## src/rtl/elev_pkg.sv

```systemverilog
`default_nettype none
// ============================================================================
// Module   : elev_pkg
// Purpose  : Shared state encoding and engine/direction codes for the
//            N-floor elevator controller.
// Revision : 1.0 - initial release
// ============================================================================
package elev_pkg;

    typedef enum logic [1:0] {
        IDLE      = 2'd0,
        DOOR_OPEN = 2'd1,
        MOVING    = 2'd2
    } elev_state_e;

    localparam logic [1:0] ENGINE_OFF  = 2'b00;
    localparam logic [1:0] ENGINE_UP   = 2'b10;
    localparam logic [1:0] ENGINE_DOWN = 2'b11;

    localparam logic DIR_UP   = 1'b1;
    localparam logic DIR_DOWN = 1'b0;

    function automatic logic [1:0] engine_for(input logic dir);
        return (dir == DIR_UP) ? ENGINE_UP : ENGINE_DOWN;
    endfunction

endpackage
`default_nettype wire

```

## src/rtl/elevator_ctrl_n_if.sv

```systemverilog
`default_nettype none
// ============================================================================
// Module   : elevator_ctrl_n_if
// Purpose  : Button-panel / engine / door bundle of the elevator controller.
//            fire_recall exists only when ELEV_FIRE_RECALL_EN is defined.
// Revision : 1.0 - initial release
// ============================================================================
interface elevator_ctrl_n_if #(
    parameter int FLOORS  = 3,
    parameter int FLOOR_W = $clog2(FLOORS)
);
    logic               tick;
    logic [FLOORS-1:0]  interior_panel;
    logic [FLOORS-1:0]  exterior_panel;
    logic [1:0]         engine;
    logic [FLOORS-1:0]  doors;
    logic [FLOOR_W-1:0] cur_floor;
    logic               direction;
    logic [FLOORS-1:0]  requests;
`ifdef ELEV_FIRE_RECALL_EN
    logic               fire_recall;
`endif

    modport master (
`ifdef ELEV_FIRE_RECALL_EN
        output fire_recall,
`endif
        output tick,
        output interior_panel,
        output exterior_panel,
        input  engine,
        input  doors,
        input  cur_floor,
        input  direction,
        input  requests
    );

    modport slave (
`ifdef ELEV_FIRE_RECALL_EN
        input  fire_recall,
`endif
        input  tick,
        input  interior_panel,
        input  exterior_panel,
        output engine,
        output doors,
        output cur_floor,
        output direction,
        output requests
    );

endinterface
`default_nettype wire

```

## src/rtl/elev_request_reg.sv

```systemverilog
`default_nettype none
// ============================================================================
// Module   : elev_request_reg
// Purpose  : Latched floor requests with single-floor clear, plus masks of
//            requests above and below the current floor.
// Revision : 1.0 - initial release
// ============================================================================
module elev_request_reg #(
    parameter int FLOORS  = 3,
    parameter int FLOOR_W = $clog2(FLOORS)
) (
    input  logic               CLK,
    input  logic               RST,
    input  logic [FLOORS-1:0]  set_mask,
    input  logic               clr_en,
    input  logic [FLOOR_W-1:0] clr_idx,
    input  logic               inhibit,
    input  logic [FLOOR_W-1:0] cur_floor,
    output logic [FLOORS-1:0]  requests,
    output logic [FLOORS-1:0]  above,
    output logic [FLOORS-1:0]  below
);

    logic [FLOORS-1:0] r_req;
    logic [FLOORS-1:0] w_clr_oh;

    assign w_clr_oh = clr_en ? (FLOORS'(1) << clr_idx) : '0;

    // Clear beats a simultaneous press only on the floor being cleared.
    always_ff @(posedge CLK or negedge RST) begin
        if (!RST) begin
            r_req <= '0;
        end else if (inhibit) begin
            r_req <= '0;
        end else begin
            r_req <= (r_req | set_mask) & ~w_clr_oh;
        end
    end

    assign requests = inhibit ? '0 : r_req;

    generate
        for (genvar i = 0; i < FLOORS; i++) begin : g_bit
            assign above[i] = requests[i] & (FLOOR_W'(i) > cur_floor);
            assign below[i] = requests[i] & (FLOOR_W'(i) < cur_floor);
        end
    endgenerate

endmodule
`default_nettype wire

```

## src/rtl/elevator_ctrl_n.sv

```systemverilog
`default_nettype none
// ============================================================================
// Module   : elevator_ctrl_n
// Purpose  : N-floor SCAN elevator controller with tick-timed door dwell and
//            travel. Optional fire recall under ELEV_FIRE_RECALL_EN.
// Revision : 1.0 - initial release
// ============================================================================
module elevator_ctrl_n #(
    parameter int FLOORS       = 3,
    parameter int FLOOR_W      = $clog2(FLOORS),
    parameter int DOOR_TICKS   = 4,
    parameter int TRAVEL_TICKS = 3,
    parameter int CNT_W        = 4
) (
    input  logic             CLK,
    input  logic             RST,
    elevator_ctrl_n_if.slave bus
);
    import elev_pkg::*;

    localparam logic [CNT_W-1:0]   c_door_last   = CNT_W'(DOOR_TICKS - 1);
    localparam logic [CNT_W-1:0]   c_travel_last = CNT_W'(TRAVEL_TICKS - 1);
    localparam logic [FLOOR_W-1:0] c_top_floor   = FLOOR_W'(FLOORS - 1);
    localparam logic [FLOORS-1:0]  c_one         = FLOORS'(1);

    elev_state_e        r_state, w_state_nx;
    logic [CNT_W-1:0]   r_cnt, w_cnt_nx, w_cnt_inc;
    logic [FLOOR_W-1:0] r_floor, w_floor_nx, w_arrive_floor, w_clr_idx;
    logic               r_dir, w_dir_nx, w_dir_eff, w_clr_en;
    logic [FLOORS-1:0]  w_press, w_cur_oh, w_set, w_req, w_above, w_below;
    logic               w_fire, w_fire_rel, w_arrive_hit, w_at_ground;
    logic               w_ahead, w_behind;

`ifdef ELEV_FIRE_RECALL_EN
    logic r_fire_d;

    assign w_fire = bus.fire_recall;

    always_ff @(posedge CLK or negedge RST) begin
        if (!RST) begin
            r_fire_d <= 1'b0;
        end else begin
            r_fire_d <= w_fire;
        end
    end

    assign w_fire_rel = r_fire_d & ~w_fire;
`else
    assign w_fire     = 1'b0;
    assign w_fire_rel = 1'b0;
`endif

    assign w_press     = bus.interior_panel | bus.exterior_panel;
    assign w_cur_oh    = c_one << r_floor;
    assign w_dir_eff   = w_fire ? DIR_DOWN : r_dir;
    assign w_at_ground = (r_floor == '0);
    assign w_cnt_inc   = r_cnt + CNT_W'(1);

    // A press for the floor whose door is open re-arms the dwell instead.
    assign w_set = w_fire ? '0
                 : (w_press & ~((r_state == DOOR_OPEN) ? w_cur_oh : '0));

    elev_request_reg #(
        .FLOORS  (FLOORS),
        .FLOOR_W (FLOOR_W)
    ) u_req (
        .CLK       (CLK),
        .RST       (RST),
        .set_mask  (w_set),
        .clr_en    (w_clr_en),
        .clr_idx   (w_clr_idx),
        .inhibit   (w_fire),
        .cur_floor (r_floor),
        .requests  (w_req),
        .above     (w_above),
        .below     (w_below)
    );

    assign w_ahead  = (r_dir == DIR_UP) ? (|w_above) : (|w_below);
    assign w_behind = (r_dir == DIR_UP) ? (|w_below) : (|w_above);

    always_comb begin
        w_arrive_floor = r_floor;
        if (w_dir_eff == DIR_UP) begin
            if (r_floor != c_top_floor) begin
                w_arrive_floor = r_floor + FLOOR_W'(1);
            end
        end else if (!w_at_ground) begin
            w_arrive_floor = r_floor - FLOOR_W'(1);
        end
    end

    // Including the live press lets an arrival-cycle call share this stop.
    assign w_arrive_hit = w_fire ? (w_arrive_floor == '0)
                        : (w_req[w_arrive_floor] | w_press[w_arrive_floor]);

    always_ff @(posedge CLK or negedge RST) begin
        if (!RST) begin
            r_state <= DOOR_OPEN;
            r_cnt   <= '0;
            r_floor <= '0;
            r_dir   <= DIR_UP;
        end else begin
            r_state <= w_state_nx;
            r_cnt   <= w_cnt_nx;
            r_floor <= w_floor_nx;
            r_dir   <= w_dir_nx;
        end
    end

    always_comb begin
        w_state_nx = r_state;
        w_cnt_nx   = r_cnt;
        w_floor_nx = r_floor;
        w_dir_nx   = w_dir_eff;
        w_clr_en   = 1'b0;
        w_clr_idx  = r_floor;
        case (r_state)
            DOOR_OPEN: begin
                if (w_fire && w_at_ground) begin
                    w_cnt_nx = r_cnt;
                end else if (w_fire_rel || (!w_fire && w_press[r_floor])) begin
                    w_cnt_nx = '0;
                end else if (bus.tick) begin
                    if (r_cnt == c_door_last) begin
                        w_cnt_nx   = '0;
                        w_state_nx = w_fire ? MOVING : IDLE;
                    end else begin
                        w_cnt_nx = w_cnt_inc;
                    end
                end
            end
            IDLE: begin
                w_cnt_nx = '0;
                if (w_fire) begin
                    w_state_nx = w_at_ground ? DOOR_OPEN : MOVING;
                end else if (w_req[r_floor]) begin
                    w_clr_en   = 1'b1;
                    w_state_nx = DOOR_OPEN;
                end else if (w_ahead) begin
                    w_state_nx = MOVING;
                end else if (w_behind) begin
                    w_dir_nx   = ~r_dir;
                    w_state_nx = MOVING;
                end
            end
            MOVING: begin
                if (bus.tick) begin
                    if (r_cnt == c_travel_last) begin
                        w_cnt_nx   = '0;
                        w_floor_nx = w_arrive_floor;
                        if (w_arrive_hit) begin
                            w_clr_en   = 1'b1;
                            w_clr_idx  = w_arrive_floor;
                            w_state_nx = DOOR_OPEN;
                        end
                    end else begin
                        w_cnt_nx = w_cnt_inc;
                    end
                end
            end
            default: begin
                w_state_nx = IDLE;
                w_cnt_nx   = '0;
            end
        endcase
    end

    always_comb begin
        bus.engine = ENGINE_OFF;
        bus.doors  = '0;
        case (r_state)
            DOOR_OPEN: bus.doors  = w_cur_oh;
            MOVING:    bus.engine = engine_for(w_dir_eff);
            default:   ;
        endcase
    end

    assign bus.cur_floor = r_floor;
    assign bus.direction = w_dir_eff;
    assign bus.requests  = w_req;

endmodule
`default_nettype wire

```

## src/flat_wrapper.sv

```systemverilog
// flat-port wrapper written by rule: the top's interface ports become plain ports
module elevator_ctrl_n_flat import elev_pkg::*;
#(
    parameter int FLOORS       = 3,
    parameter int FLOOR_W      = $clog2(FLOORS),
    parameter int DOOR_TICKS   = 4,
    parameter int TRAVEL_TICKS = 3,
    parameter int CNT_W        = 4
)
  (CLK, RST, bus_tick, bus_interior_panel, bus_exterior_panel, bus_engine, bus_doors, bus_cur_floor, bus_direction, bus_requests);
  elevator_ctrl_n_if #(.FLOORS(FLOORS), .FLOOR_W(FLOOR_W)) bus_i ();
  input  logic CLK;
  input  logic RST;
  input wire logic [$bits(bus_i.tick)-1:0] bus_tick;
  input wire logic [$bits(bus_i.interior_panel)-1:0] bus_interior_panel;
  input wire logic [$bits(bus_i.exterior_panel)-1:0] bus_exterior_panel;
  output wire logic [$bits(bus_i.engine)-1:0] bus_engine;
  output wire logic [$bits(bus_i.doors)-1:0] bus_doors;
  output wire logic [$bits(bus_i.cur_floor)-1:0] bus_cur_floor;
  output wire logic [$bits(bus_i.direction)-1:0] bus_direction;
  output wire logic [$bits(bus_i.requests)-1:0] bus_requests;
  assign bus_i.tick = bus_tick;
  assign bus_i.interior_panel = bus_interior_panel;
  assign bus_i.exterior_panel = bus_exterior_panel;
  assign bus_engine = bus_i.engine;
  assign bus_doors = bus_i.doors;
  assign bus_cur_floor = bus_i.cur_floor;
  assign bus_direction = bus_i.direction;
  assign bus_requests = bus_i.requests;
  elevator_ctrl_n #(.FLOORS(FLOORS), .FLOOR_W(FLOOR_W), .DOOR_TICKS(DOOR_TICKS), .TRAVEL_TICKS(TRAVEL_TICKS), .CNT_W(CNT_W)) u_core (.CLK(CLK), .RST(RST), .bus(bus_i));
endmodule
```

## config.mk

```make
export PLATFORM = sky130hd
export DESIGN_NAME = elevator_ctrl_n_flat
export DESIGN_NICKNAME = d
export VERILOG_FILES = /design/src/rtl/elev_pkg.sv /design/src/rtl/elevator_ctrl_n_if.sv /design/src/rtl/elev_request_reg.sv /design/src/rtl/elevator_ctrl_n.sv /design/src/flat_wrapper.sv
export SDC_FILE = /design/constraint.sdc
export NUM_CORES = 1
export LEC_CHECK = 0
export CORE_MARGIN = 1.5
export CORE_UTILIZATION = 57
export DETAILED_ROUTE_END_ITERATION = 8
export DONT_BUFFER_PORTS = 1
export PLACE_DENSITY = 0.7
export SLEW_MARGIN = 20
export SYNTH_ARGS = -nofsm -noshare
export SYNTH_HDL_FRONTEND = slang
export SYNTH_HIERARCHICAL = 1
export SYNTH_SLANG_ARGS = --single-unit
```

## constraint.sdc

```tcl
create_clock -name CLK -period 3.2 [get_ports CLK]
set_clock_uncertainty 0.15 [all_clocks]
set_input_delay 0.96 -clock CLK [delete_from_list [all_inputs] [get_ports CLK]]
set_output_delay 0.96 -clock CLK [all_outputs]
set_load 0.02 [all_outputs]
```

# Word level (Yosys, flattened, before mapping)
# Index checks and enable logic that the tools add are counted.
[totals] reg_bits=12 in_bits=9 out_inout_bits=11 elab_cells=97
[classes] n_addsub=3 order_cmp=8 eq_ne=13 shift=2 mux=42 n_bitwise=16 n_reduce_logical=8
[op_table] op="two-way mux 2 bit" n=17
[op_table] op="two-way mux 4 bit" n=5
[op_table] op="two-way mux 1 bit" n=11
[op_table] op="inequality test 2 bit, second input constant" n=5
[op_table] op="binary-select mux 1 bit (select 2 bit)" n=4
[op_table] op="== test 4 x 2 -> 1 bit, second input constant" n=2
[op_table] op="case mux 4 bit (2 select lines)" n=1
[op_table] op="AND reduction 7 bit" n=1
[op_table] op="bitwise AND 1 bit" n=6
[op_table] op="bitwise AND 3 bit" n=2
[op_table] op="less-than comparator 2 x 3 -> 1 bit, second input constant" n=2
[op_table] op="two-way mux 3 bit" n=2
[op_table] op="NOT 3 bit" n=2
[op_table] op="bitwise OR 3 bit" n=2
[op_table] op="case mux 2 bit (3 select lines)" n=1
[op_table] op="OR reduction 3 bit" n=2
[op_table] op="left shift 1 x 2 -> 3 bit, first input constant" n=2
[op_table] op="adder 4 x 1 -> 4 bit, second input constant" n=1
[op_table] op="greater-than comparator 1 x 2 -> 1 bit, first input constant" n=2
[op_table] op="logical NOT 2 bit" n=2
[op_table] op="less-than comparator 1 x 2 -> 1 bit, first input constant" n=2
[op_table] op="inequality test 2 x 1 -> 1 bit, second input constant" n=2
[op_table] op="inequality test 4 x 1 -> 1 bit, second input constant" n=1
[op_table] op="AND reduction 4 bit" n=1
[op_table] op="other kinds (12)" n=14

# Logic depth before layout (Yosys ltp)
[logic_depth] depth_word=14 ltp_mapped=9 mapped_depth_nobuf=9

# Modules after synthesis
# Netlist, hierarchy kept.
[by_module_without_submodules] module="elevator_ctrl_n" instances=1 cells_per_inst=116 area_each_um2=982.2 seq_area_each_um2=227.7
[by_module_without_submodules] module="elev_request_reg" instances=1 cells_per_inst=22 area_each_um2=192.7 seq_area_each_um2=75.1

# Worst setup path before layout
# No wires, ideal clock.
[synth_timing] path_type="register to register" from="register u_core.r_floor[1] (netlist: u_core/bus.cur_floor[1])" to="register u_core.u_req.r_req[0]" setup_ps=99 arrival_ps=2242 t_required_ps=2951 path_slack_ps=709 stages_incl_launch_ff=10 path_buffers=0 synth_period_minus_slack_ps=2491 path_cell_list="dfrtp_1 inv_1 ha_1 mux2_4 o311ai_2 o21ai_2 and2_1 a21oi_1 inv_1 a311oi_1"
[synth_via] elab_chain_len=14 word_cells_on_any_way=32 classes_between="2 x add/sub; 1 x eq/ne; 2 x shift; 20 x mux; 6 x bitwise; 1 x reduce/logical"
[synth_lines] element="from (decl)" line_no="elevator_ctrl_n.sv:28" text="logic [FLOOR_W-1:0] r_floor, w_floor_nx, w_arrive_floor, w_clr_idx;"
[synth_lines] element="from (signal assigned)" line_no="elevator_ctrl_n.sv:106" text="r_floor <= w_floor_nx;"
[synth_lines] element="subtractor 2 x 1 -> 2 bit (tied with other cells)" line_no="elevator_ctrl_n.sv:89" text="w_arrive_floor = r_floor - FLOOR_W'(1);"
[synth_lines] element="two-way mux 2 bit (on tied branches)" line_no="elevator_ctrl_n.sv:88, elevator_ctrl_n.sv:85"
[synth_lines] element="two-way mux 2 bit *" line_no="elevator_ctrl_n.sv:84" text="if (w_dir_eff == DIR_UP) begin"
[synth_lines] element="binary-select mux 1 bit (select 2 bit)" line_no="elevator_ctrl_n.sv:95" text=": (w_req[w_arrive_floor] | w_press[w_arrive_floor]);"
[synth_lines] element="two-way mux 1 bit (not written as such)" line_no="elevator_ctrl_n.sv:95"
[synth_lines] element="bitwise OR 1 bit" line_no="elevator_ctrl_n.sv:95"
[synth_lines] element="two-way mux 2 bit *" line_no="elevator_ctrl_n.sv:152" text="if (w_arrive_hit) begin"
[synth_lines] element="two-way mux 2 bit *" line_no="elevator_ctrl_n.sv:149" text="if (r_cnt == c_travel_last) begin"
[synth_lines] element="two-way mux 2 bit *" line_no="elevator_ctrl_n.sv:148" text="if (bus.tick) begin"
[synth_lines] element="two-way mux 2 bit *" line_no="elevator_ctrl_n.sv:118" text="case (r_state)"
[synth_lines] element="named net u_core.w_clr_idx[0]" line_no="elevator_ctrl_n.sv:28"
[synth_lines] element="left shift 1 x 2 -> 3 bit *" line_no="elev_request_reg.sv:27" text="assign w_clr_oh = clr_en ? (FLOORS'(1) << clr_idx) : '0;"
[synth_lines] element="two-way mux 3 bit *" line_no="elev_request_reg.sv:27"
[synth_lines] element="NOT 3 bit *" line_no="elev_request_reg.sv:36" text="r_req <= (r_req | set_mask) & ~w_clr_oh;"
[synth_lines] element="bitwise AND 3 bit *" line_no="elev_request_reg.sv:36"
[synth_lines] element="to (signal assigned)" line_no="elev_request_reg.sv:36"
[synth_lines] element="to (decl)" line_no="elev_request_reg.sv:24" text="logic [FLOORS-1:0] r_req;"
# The timed path passes the listed nets; every way through them passes the cells marked *. The select of a mux whose other input is x is not followed.
# A chain may end at the register's enable or synchronous reset.

# Worst setup path after layout
[layout_timing] from="register u_core.r_floor[0] (netlist: u_core/bus.cur_floor[0])" to="register u_core.u_req.r_req[0]"
[layout_via] elab_chain_len=14 word_cells_on_any_way=32 classes_between="2 x add/sub; 1 x eq/ne; 2 x shift; 20 x mux; 6 x bitwise; 1 x reduce/logical"
[layout_lines] element="subtractor 2 x 1 -> 2 bit (tied with other cells)" line_no="elevator_ctrl_n.sv:89"
[layout_lines] element="two-way mux 2 bit (on tied branches)" line_no="elevator_ctrl_n.sv:88, elevator_ctrl_n.sv:85"
[layout_lines] element="two-way mux 2 bit" line_no="elevator_ctrl_n.sv:84"
[layout_lines] element="binary-select mux 1 bit (select 2 bit)" line_no="elevator_ctrl_n.sv:95"
[layout_lines] element="two-way mux 1 bit (not written as such)" line_no="elevator_ctrl_n.sv:95"
[layout_lines] element="bitwise OR 1 bit" line_no="elevator_ctrl_n.sv:95"
[layout_lines] element="two-way mux 2 bit" line_no="elevator_ctrl_n.sv:152"
[layout_lines] element="two-way mux 2 bit" line_no="elevator_ctrl_n.sv:149"
[layout_lines] element="two-way mux 2 bit" line_no="elevator_ctrl_n.sv:148"
[layout_lines] element="two-way mux 2 bit *" line_no="elevator_ctrl_n.sv:118"
[layout_lines] element="named net u_core.w_clr_idx[0]" line_no="elevator_ctrl_n.sv:28"
[layout_lines] element="left shift 1 x 2 -> 3 bit *" line_no="elev_request_reg.sv:27"
[layout_lines] element="two-way mux 3 bit *" line_no="elev_request_reg.sv:27"
[layout_lines] element="NOT 3 bit *" line_no="elev_request_reg.sv:36"
[layout_lines] element="bitwise AND 3 bit *" line_no="elev_request_reg.sv:36"
# Marks and branches as above.

==> results.txt <==
Mean Syn Cell Area - 8.51 µm²
Synth Warn # - 6
Worst Hold Margin - 232 ps
Tcrit/Tclk final - 0.840
Hold Path Class - primary input to asynchronous set/reset pin
Number of DRC markers in iteration 0 - 20
Least-Margin Pin Slew - 513 ps
Clk root buf - clkbuf_4
Top Ports - 20
Max Freq - 372 MHz
Final Hold Viols - 0
Crit path buffers/inverters - 2
Largest net degree at the start of global routing - 14
Postcts setup bufs - 0
Nets - 169
Number of global-route vias before repair - 980
Placer congestion estimate - 0.865
Clk pin slew, worst setup/hold paths - 80 ps
Core Area - 1940 µm²
P_sw - 537 µW
Post-cts resize count - 0
Via count - 1014
Clock power share - 0.108
Antenna diodes - 0
Antenna violations before repair - 0
Worst skew pair latency - 260 ps
Power share of the combinational group - 0.630
Drt via density - 5.83
Setup TNS - 0 ps
Seq cells post-synth - 12
Routed Antenna Nets - 0
CP Capture Type - flip-flop
Worst slew margin - 0.658
Crit-path leading delay family - compound AO/OA/AOI/OAI gates
Syn Std Cell Area - 1170 µm²
Rows - 16
Cell variety after synth - 45
Clock sink count - 12
Status - finished, final reports clean
Switching Fraction - 0.492
CP Launch Type - flip-flop
Crit-path max FO - 10
Residual DRC - 0
Post-synth top area cell - dfrtp_1
Gate count after technology mapping - 138
Hpwl dp - 2110 µm
Async S/R FF share, synth - 1.00
Power Density - 862 nW/µm²
Crit-path max cell delay - 670 ps
Critical path type - flip-flop to flip-flop
H-tree depth - 1
Fin util - 0.651
Lkg Pwr - 0.574 nW
Global-route wire length before repair - 4420 µm
Overall power - 1.09 mW
EDFF count, synth - 0
Crit path time final - 2690 ps
Drt wl/cell - 15.1 µm
GR Overflow Total - 0
Top cells by area, synth - dfrtp_1 (21%), ha_1 (13%), nor2_1 (6.4%)
Sequential share of power - 0.262
Clock Tree Buf Depth - 2
PortBufs - 0
Die width - 48.4 µm
Die Height - 48.4 µm
Final wirelength - 2620 µm
Cell with the most instances after synthesis - nor2_1
CTS tree - built
Finish-stage setup viols - 0
Worst VDD drop - 0.507 mV
Layout cells sized above 1 - 0.170
First-pass iteration count of the detailed router - 4
Critical Path AT - 2690 ps
GR Util All Layers - 0.238
Unrepaired setup endpoints after global routing - false
Commonest cells post-synth - nor2_1 (20), inv_1 (13), ha_1 (12), dfrtp_1 (10)
Synth-to-Final Area Change - 7.56%
Synth top area share - 0.213
Slowest-stage cell, CP - dfrtp_1
Initial Util - 0.605
Cts bufs inserted - 3
CP Cell Sequence - inv_2 > ha_1 > mux2_4 > o311ai_2 > o21ai_2 > and2_1 > a21oi_1 > inv_1 > a311oi_1
Post-synthesis sequential area ratio - 0.258
Hold Buf Count CTS - 0
Pint - 553 µW
Ys flop type - dfrtp_1
Max-Cap Viols - 0
Die ar. - 2340 µm²
Max-slew violations - 0
Worst Path Required - 3210 ps
cell families after synthesis:
logic type	share of synthesized area
AOI/OAI and AO/OA	0.233
other	0.00639
DFF	0.258
adders and majority gates	0.128
buffers and inverters	0.0575
and+or+nand+nor	0.258
muxes	0.0596
worst paths after layout:
kind,from,to,slack [ps],cells past startpoint
worst max-delay path,u_core/bus.cur_floor[0]$_DFFE_PN0P_,u_core/u_req/r_req[0]$_DFF_PN0_,510,9
worst min-delay path,RST,u_core/r_state[1]$_DFFE_PN0P_,230,0
worst max register to register,u_core/bus.cur_floor[0]$_DFFE_PN0P_,u_core/u_req/r_req[0]$_DFF_PN0_,510,9
worst min register to register,u_core/u_req/r_req[2]$_DFF_PN0_,u_core/u_req/r_req[2]$_DFF_PN0_,420,2
max in group asynchronous,RST,u_core/bus.direction$_DFFE_PN1P_,2500,0
min in group CLK,u_core/u_req/r_req[2]$_DFF_PN0_,u_core/u_req/r_req[2]$_DFF_PN0_,420,2
power by group through the flow:
stage | clock, mW | combinational, mW | sequential (mW)
after floorplan | 0 | 0.547 | 0.283
after global placement | 0 | 0.660 | 0.286
after detailed placement | 0 | 0.679 | 0.288
after CTS | 0.125 | 0.681 | 0.286
after global routing | 0.134 | 0.756 | 0.295
final | 0.118 | 0.686 | 0.286
routing by layer:
| layer | wire length (µm) | up-vias | part of all wire | track usage |
|---|---|---|---|---|
| met4 | 0 | 0 | 0 | 0.0429 |
| met1 | 1200 | 486 | 0.46 | 0.306 |
| met3 | 128 | 0 | 0.049 | 0.0432 |
| met5 | 0 | - | 0 | 0 |
| met2 | 1300 | 25 | 0.49 | 0.424 |
| li1 | - | 503 | - | - |
stage by stage:
| step | setup slack [ps] | cell area (µm²) | std cells |
|---|---|---|---|
| 2_1_floorplan | 709 | 1190 | 143 |
| 3_3_place_gp | 694 | 1230 | 170 |
| 3_5_place_dp | 498 | 1230 | 170 |
| 4_1_cts | 504 | 1260 | 174 |
| 5_1_grt | 394 | 1260 | 174 |
| 6_report | 512 | 1260 | 174 |
placed cells by master, fill, tap and decap left out, types with 4 or more instances in the layout:
cell type and instances:
dfrtp_1 10, nand2_1 4, nor2_1 20, inv_1 13
a21oi_1 5, ha_1 12, a31oi_1 6, conb_1 7
o21ai_1 4, mux2i_1 4, and2_1 6
area by class of cell:
class | instances | area, µm²
multi-input combinational | 115 | 823
fill | 175 | 678
sequential | 12 | 303
inverter | 14 | 52.6
clock buffer | 4 | 36.3
tap | 27 | 33.8
timing repair buffer | 2 | 15.0
registers in the layout (all words and copies together) (netlist names):
name and count:
u_core/r_cnt 4, u_core/u_req/r_req 3, u_core/bus.cur_floor 2, u_core/r_state 2, u_core/bus.direction 1
worst register-to-register path, delay by kind of cell (launching register included):
family / cells / cell delay [ps]
compound gates: 4 / 720
flops: 1 / 670
buf+inv: 2 / 240
fa+ha+maj: 1 / 320
mux: 1 / 290
simple gates: 1 / 190
Note: power is estimated with default switching activity, not from simulation.
